[src/rtl/ddc_retune_sequencer.sv]
// ddc_retune_sequencer: applies a software-written shadow configuration to
// the DDC datapath on an input-sample boundary. It holds the decimation
// filters in reset while they flush, then blanks the DDC output until a
// programmable number of output samples have refilled the filters. A
// watchdog ends the blanking if output samples stop arriving.
module ddc_retune_sequencer #(
    parameter int unsigned RESET_CYCLES = 16,
    parameter int unsigned SETTLE_BITS  = 8,
    parameter int unsigned TIMEOUT_BITS = 20
) (
    input  logic                   clk,
    input  logic                   reset,
    input  logic                   cfgWrite,
    input  logic [31:0]            cfgCenterFreq,
    input  logic [7:0]             cfgDecimation,
    input  logic                   cfgBypassCic,
    input  logic                   cfgBypassHb,
    input  logic [SETTLE_BITS-1:0] settleSamples,
    input  logic                   inSync,
    input  logic                   outSync,
    output logic [31:0]            ddcCenterFreq,
    output logic [7:0]             adcDecimation,
    output logic                   bypassCic,
    output logic                   bypassHb,
    output logic                   filterReset,
    output logic                   outValid,
    output logic                   busy,
    output logic                   timeoutErr
);

    localparam int unsigned FLUSH_BITS = $clog2(RESET_CYCLES + 1);
    localparam logic [FLUSH_BITS-1:0]   FLUSH_LOAD = FLUSH_BITS'(RESET_CYCLES);
    localparam logic [FLUSH_BITS-1:0]   FLUSH_LAST = FLUSH_BITS'(1);
    localparam logic [TIMEOUT_BITS-1:0] WD_MAX     = '1;
    localparam logic [TIMEOUT_BITS-1:0] WD_PRE     = WD_MAX - TIMEOUT_BITS'(1);

    typedef enum logic [1:0] {
        IDLE   = 2'd0,
        ALIGN  = 2'd1,
        FLUSH  = 2'd2,
        SETTLE = 2'd3
    } seqState_t;

    seqState_t               state;
    logic [FLUSH_BITS-1:0]   flushCnt;
    logic [SETTLE_BITS-1:0]  settleCnt;
    logic [SETTLE_BITS-1:0]  settleTarget;
    logic [TIMEOUT_BITS-1:0] watchdog;

    logic [31:0] shadowFreq;
    logic [7:0]  shadowDec;
    logic        shadowBypassCic;
    logic        shadowBypassHb;

    logic [31:0] commitFreq;
    logic [7:0]  commitDec;
    logic        commitBypassCic;
    logic        commitBypassHb;

    // Shadow set captures the requested configuration on every write.
    always_ff @(posedge clk) begin
        if (reset) begin
            shadowFreq      <= '0;
            shadowDec       <= '0;
            shadowBypassCic <= 1'b0;
            shadowBypassHb  <= 1'b0;
        end else if (cfgWrite) begin
            shadowFreq      <= cfgCenterFreq;
            shadowDec       <= cfgDecimation;
            shadowBypassCic <= cfgBypassCic;
            shadowBypassHb  <= cfgBypassHb;
        end
    end

    // A write landing on the commit cycle must win over the older shadow.
    always_comb begin
        commitFreq      = shadowFreq;
        commitDec       = shadowDec;
        commitBypassCic = shadowBypassCic;
        commitBypassHb  = shadowBypassHb;
        if (cfgWrite) begin
            commitFreq      = cfgCenterFreq;
            commitDec       = cfgDecimation;
            commitBypassCic = cfgBypassCic;
            commitBypassHb  = cfgBypassHb;
        end
    end

    // Retune sequencer; outputs are set on the transition into each state.
    always_ff @(posedge clk) begin
        if (reset) begin
            state         <= FLUSH;
            flushCnt      <= FLUSH_LOAD;
            settleCnt     <= '0;
            settleTarget  <= '0;
            watchdog      <= '0;
            ddcCenterFreq <= '0;
            adcDecimation <= '0;
            bypassCic     <= 1'b0;
            bypassHb      <= 1'b0;
            filterReset   <= 1'b1;
            outValid      <= 1'b0;
            busy          <= 1'b1;
            timeoutErr    <= 1'b0;
        end else begin
            if (cfgWrite) begin
                timeoutErr <= 1'b0;
            end
            case (state)
                IDLE: begin
                    if (cfgWrite) begin
                        state    <= ALIGN;
                        outValid <= 1'b0;
                        busy     <= 1'b1;
                    end
                end
                ALIGN: begin
                    if (inSync) begin
                        state         <= FLUSH;
                        flushCnt      <= FLUSH_LOAD;
                        filterReset   <= 1'b1;
                        ddcCenterFreq <= commitFreq;
                        adcDecimation <= commitDec;
                        bypassCic     <= commitBypassCic;
                        bypassHb      <= commitBypassHb;
                    end
                end
                FLUSH: begin
                    if (cfgWrite) begin
                        state       <= ALIGN;
                        filterReset <= 1'b0;
                    end else if (flushCnt == FLUSH_LAST) begin
                        state        <= SETTLE;
                        filterReset  <= 1'b0;
                        settleTarget <= settleSamples;
                        settleCnt    <= '0;
                        watchdog     <= '0;
                    end else begin
                        flushCnt <= flushCnt - FLUSH_BITS'(1);
                    end
                end
                SETTLE: begin
                    if (cfgWrite) begin
                        state <= ALIGN;
                    end else if ((settleTarget == '0) ||
                                 (outSync && (settleCnt == settleTarget - SETTLE_BITS'(1)))) begin
                        state    <= IDLE;
                        outValid <= 1'b1;
                        busy     <= 1'b0;
                    end else if (outSync) begin
                        settleCnt <= settleCnt + SETTLE_BITS'(1);
                        watchdog  <= '0;
                    end else if (watchdog >= WD_PRE) begin
                        // Watchdog saturates: give up on refill and reopen the output.
                        watchdog   <= WD_MAX;
                        timeoutErr <= 1'b1;
                        state      <= IDLE;
                        outValid   <= 1'b1;
                        busy       <= 1'b0;
                    end else begin
                        watchdog <= watchdog + TIMEOUT_BITS'(1);
                    end
                end
                default: begin
                    state <= IDLE;
                end
            endcase
        end
    end

endmodule

[config.mk]
export PLATFORM = sky130hd
export DESIGN_NAME = ddc_retune_sequencer
export DESIGN_NICKNAME = d
export VERILOG_FILES = /design/src/rtl/ddc_retune_sequencer.sv
export SDC_FILE = /design/constraint.sdc
export NUM_CORES = 1
export LEC_CHECK = 0
export BUFFER_PORTS_ARGS = -buffer_cell sky130_fd_sc_hd__buf_2
export CORE_MARGIN = 5
export CORE_UTILIZATION = 45
export DETAILED_ROUTE_END_ITERATION = 7
export PLACE_DENSITY = 0.67
export REMOVE_ABC_BUFFERS = 1
export SLEW_MARGIN = 20
export SYNTH_ARGS = -nofsm -noshare
export SYNTH_HDL_FRONTEND = slang
export SYNTH_SLANG_ARGS = --single-unit
[constraint.sdc]
create_clock -name clk -period 4.3 [get_ports clk]
set_clock_uncertainty 0.05 [all_clocks]
set_input_delay 0.215 -clock clk [delete_from_list [all_inputs] [get_ports clk]]
set_output_delay 0.215 -clock clk [all_outputs]
set_load 0.02 [all_outputs]
# Word-level counts from Yosys, hierarchy flattened
# Cells that the tools add are included.
# totals
regBits	131
in_bits	55
out_inout_bits	46
word_cells	108
# classes
add_sub_neg	4
order_cmp	1
eq_ne	18
muxes	52
n_bitwise	1
reduce_logical	15
# ops
op	n
2-to-1 mux 20 bit	6
2-to-1 mux 8 bit	6
case mux 20 bit (2 select lines)	1
2-to-1 mux 32 bit	1
2-to-1 mux 1 bit	21
adder 20 x 1 -> 20 bit, second input constant	1
>= comparator 20 bit, second input constant	1
2-to-1 mux 2 bit	8
inequality test 2 bit, second input constant	8
case mux 8 bit (2 select lines)	1
2-to-1 mux 5 bit	3
AND reduction 5 bit	3
case mux 5 bit (2 select lines)	1
inequality test 3 bit, second input constant	3
adder 8 x 1 -> 8 bit, second input constant	1
== test 8 bit	1
zero test 8 bit	1
inequality test 4 bit, second input constant	2
case mux 2 bit (4 select lines)	1
subtractor 8 x 1 -> 8 bit, second input constant	1
case mux 1 bit (2 select lines)	3
AND reduction 3 bit	2
AND reduction 6 bit	1
nonzero test 2 bit	3
10 further kinds	11

# Longest topological paths before layout
# depth
ltp_word	7
mapped_depth	11
mapped_depth_nobuf	9

# Least setup slack after synthesis
# No wires, ideal clock.
# synth_path
path_type	flip-flop to flip-flop
start	reg settleTarget[0]
end	reg watchdog[11]
setup_time_ns	0.135
arrival_ns	2.125
required_time_ns	4.115
path_slack_ns	1.990
stages_incl_launch_ff	11
path_buffers	1
period_less_slack_ns	2.310
cell_sequence	dfxtp_1 > inv_1 > ha_1 > and2_1 > o21a_1 > o31ai_1 > a41oi_2 > a22o_2 > buf_6 > a31oi_1 > nor3_2
# synth_via
elab_chain_cells	6
word_cells_on_any_way	7
classes_between	add/sub: 1; eq/ne: 2; reduce/logical: 4
# synth_lines
element	line_no	source
start, declared	47	logic [SETTLE_BITS-1:0] settleTarget;
start signal, assigned	135	settleTarget <= settleSamples;
subtractor 8 x 1 -> 8 bit	146	(outSync && (settleCnt == settleTarget - SETTLE_BITS'(1)))) begin
== test 8 bit	146	
logical AND 1 bit	146	
logical OR 1 bit *	145	end else if ((settleTarget == '0) ||
inequality test 2 bit (no source line) *	--	
AND reduction 5 bit (no source line) *	--	
end signal, assigned	161	watchdog <= watchdog + TIMEOUT_BITS'(1);
end, declared	48	logic [TIMEOUT_BITS-1:0] watchdog;
# Every way passes the cells marked *; elsewhere a longest branch is shown, timed or not.
# A chain may end at the register's enable or synchronous reset.

# Worst setup path after layout
# layout_path
start	reg settleTarget[0]
end	reg settleCnt[7]
# layout_via
elab_chain_cells	6
word_cells_on_any_way	7
classes_between	add/sub: 1; eq/ne: 2; reduce/logical: 4
# layout_lines
element	line_no	source
subtractor 8 x 1 -> 8 bit	146	
== test 8 bit	146	
logical AND 1 bit	146	
logical OR 1 bit *	145	
inequality test 2 bit (no source line) *	--	
AND reduction 6 bit (no source line) *	--	
end signal, assigned	151	settleCnt <= settleCnt + SETTLE_BITS'(1);
end, declared	46	logic [SETTLE_BITS-1:0] settleCnt;
# Marks and branches as above.

==> impl_metrics.json <==
{
  "outcome": "finished clean",
  "fin_crit_sh_pct": 64.3,
  "path_clk_slew_ns": 0.06,
  "ys_ff_latch": 131,
  "hold_viol": 0,
  "grt_first_pass_wirelength_mm": 20.9,
  "grtUsageTotal_pct": 17.9,
  "ctsRootBufferMaster": "clkbuf_16",
  "fin_nets": 721,
  "fin_hold_ws_ns": 0.0304,
  "ys_seq_area_share_pct": 48.9,
  "cap_viol_max_count": 0,
  "r2r_end": "settleCnt[7]",
  "vdd_ir_drop_max_uv": 303,
  "ctsResizeCount": 0,
  "final_cells": 815,
  "yosysMostFrequentCell": "dfxtp_1",
  "area_delta_synth_final_pct": 24.3,
  "numClockSinks": 131,
  "hold_depth": 3,
  "grt_max_degree": 59,
  "syn_inst": 565,
  "io_pins": 101,
  "yosys-top-cells-count": "131 x dfxtp_1, 61 x nor2_1, 48 x a21oi_1, 43 x o22a_1, 42 x mux2i_1",
  "synth_edf_count": 0,
  "slew-limit-headroom_pct": 32.1,
  "final_cell_area_um2": 6670,
  "start_util_pct": 46.4,
  "reg2reg_depth": 10,
  "vias": 4501,
  "hp-class": "in2reg",
  "gp_congestion": 0.815,
  "io_buffers": 100,
  "finalSetupViolations": 0,
  "critPathArrivalTime_ns": 3.05,
  "dp.cells": 774,
  "synthDistinctLibCells": 53,
  "drtAntennaViolNets": 0,
  "drc": 0,
  "synthArstFlopShare_pct": 0,
  "hpwlAfterDp_mm": 8.10,
  "start_kind": "flip-flop",
  "syn_area_um2": 5360,
  "core_area_um2": 11600,
  "period_needed_ns": 2.76,
  "p_leak_uw": 0.00302,
  "grt_overflow_total": 0,
  "cts_buffers": 17,
  "dieWidth_um": 119,
  "cts_max_path_buffers": 2,
  "critical_path.max_fanout": 33,
  "drv_slew": 0,
  "r2r_setup_slack_ns": 1.54,
  "drt-initial-drc-count": 235,
  "slowest_stage": "or4_1",
  "avgSynthCellArea_um2": 9.49,
  "fin_util_pct": 57.7,
  "drive_gt1_share_pct": 24.1,
  "clkLatencyLatePin_ns": 0.42,
  "rsz0062_at_grt": "false",
  "antenna_cells": 0,
  "yosysWarnings": 0,
  "timing.rr.start": "settleTarget[0]",
  "worstPathRequired_ns": 4.59,
  "hold_end": "shadowDec[2]",
  "grt_pass1_vias": 4410,
  "critPathTopFamily": "compound AO/OA/AOI/OAI gates",
  "setup_tns_ns": 0,
  "path_class": "reg2reg",
  "synth_area_leaders": "dfxtp_1 49%, mux2i_1 7.8%, o22a_1 7.0%, a21oi_1 4.5%, nor2_1 4.3%",
  "tritoncts": "done",
  "crit_path_max_incr_delay_ns": 0.52,
  "grt_antenna_before_repair": 2,
  "worst_pin_slew_ns": 1.02,
  "place_area_um2": 5920,
  "rows": 39,
  "hold_path.startpoint": "cfgDecimation[2]",
  "htree_levels": 4,
  "drt-vias-per-instance": 5.52,
  "post_drt_wl_per_cell_um": 15.4,
  "synthFlopType": "dfxtp_1",
  "cp.buffers_inverters": 2,
  "firstDrtPassIters": 4,
  "synth_top_cell_area_share_pct": 48.9,
  "max_freq_ghz": 0.362,
  "worstPathCellList": "inv_1 > ha_1 > and2_1 > a211oi_1 > o31ai_1 > a41oi_2 > a21boi_2 > buf_4 > or4_1 > a21oi_1",
  "die_y_um": 119,
  "cp-end-kind": "flip-flop",
  "synth_area_leader_cell": "dfxtp_1",
  "routed_wl_mm": 12.6,
  "die_area_um2": 14200,
  "powerDensity_nw_per_um2": 470
}
worst max path at each step:
stage                               start      endpoint  slack [ns]  cells past startpoint
after floorplan               flushCnt[0]  settleCnt[7]        1.11                      6
after CTS                 settleTarget[0]  settleCnt[7]        1.55                     10
final                     settleTarget[0]  settleCnt[7]        1.54                     10
after global placement    settleTarget[0]  settleCnt[7]        1.71                     10
after global routing      settleTarget[0]  watchdog[14]        1.36                      9
after detailed placement  settleTarget[0]  settleCnt[7]        1.57                     10
flip-flops by register name, summed over array words and instances, names as in the netlist:
signal,count
ddcCenterFreq,32
shadowFreq,32
watchdog,20
adcDecimation,8
settleCnt,8
settleTarget,8
shadowDec,8
flushCnt,5
state,2
busy,1
bypassCic,1
bypassHb,1
filterReset,1
outValid,1
shadowBypassCic,1
shadowBypassHb,1
timeoutErr,1
per-layer routing:
layer / part of all wire, % / vias up / global-route usage, %
met5: 0.11 / - / 0
met4: 1.4 / 4 / 6.08
met3: 8.4 / 21 / 9.53
met2: 46 / 115 / 27.9
met1: 44 / 2127 / 21.1
li1: - / 2234 / -
kinds of logic after synthesis:
logic type / share of synthesized area [%]
simple gates: 17.0
compound gates: 18.8
flops: 48.9
buf+inv: 4.20
mux: 7.84
xor+xnor: 1.63
fa+ha+maj: 1.63
through the flow:
stage          power [µW]  setup WS [ns]
6_report             3130           1.54
5_1_grt              3240           1.36
4_1_cts              3160           1.55
3_5_place_dp         1580           1.57
3_3_place_gp         1570           1.71
2_1_floorplan        1470           1.11
what timing repair did:
item / CTS / global route
hold buffers: 8 / 0
endpoints found under the hold margin: 8 / 0
setup buffers: 0 / 0
setup endpoints to repair: 0 / 0
cells in the final DEF (no fill, tap or decap), drive strengths merged, types with 4 or more instances in the layout:
cell / netlist / layout
a211oi: 7 / 7
a21oi: 48 / 48
a31oi: 8 / 8
and3: 5 / 5
buf: 13 / 106
bufinv: 0 / 5
clkbuf: 26 / 20
clkinv: 0 / 6
dfxtp: 131 / 131
dlygate4sd3: 0 / 8
ha: 7 / 7
inv: 12 / 13
mux2i: 42 / 42
nand2: 38 / 38
nand2b: 5 / 5
nand3: 18 / 18
nand4: 10 / 10
nor2: 62 / 62
nor3: 17 / 17
o21ai: 13 / 13
o221a: 5 / 5
o22a: 43 / 43
o31ai: 5 / 5
or3: 7 / 7
xnor2: 6 / 6
xor2: 4 / 4
area by class of cell:
| cell class | instances | area (µm²) |
|---|---|---|
| inverter | 12 | 45.0 |
| clock inverter | 12 | 204 |
| timing repair buffer | 114 | 638 |
| fill | 1020 | 4900 |
| sequential | 131 | 2620 |
| clock buffer | 20 | 447 |
| multi-input combinational | 383 | 2530 |
| tap | 143 | 179 |
report_power, final:
group	internal, µW	total (µW)	switching [µW]
Sequential	1270	1300	29.0
Clock	1050	1570	525
Combinational	110	260	150
tightest hold or removal path, delay by kind of cell:
family	cells	cell delay [ns]
buffers and inverters	1	0.08
muxes	1	0.05
and+or+nand+nor	1	0.11
Power figures use the tool's default switching activity.
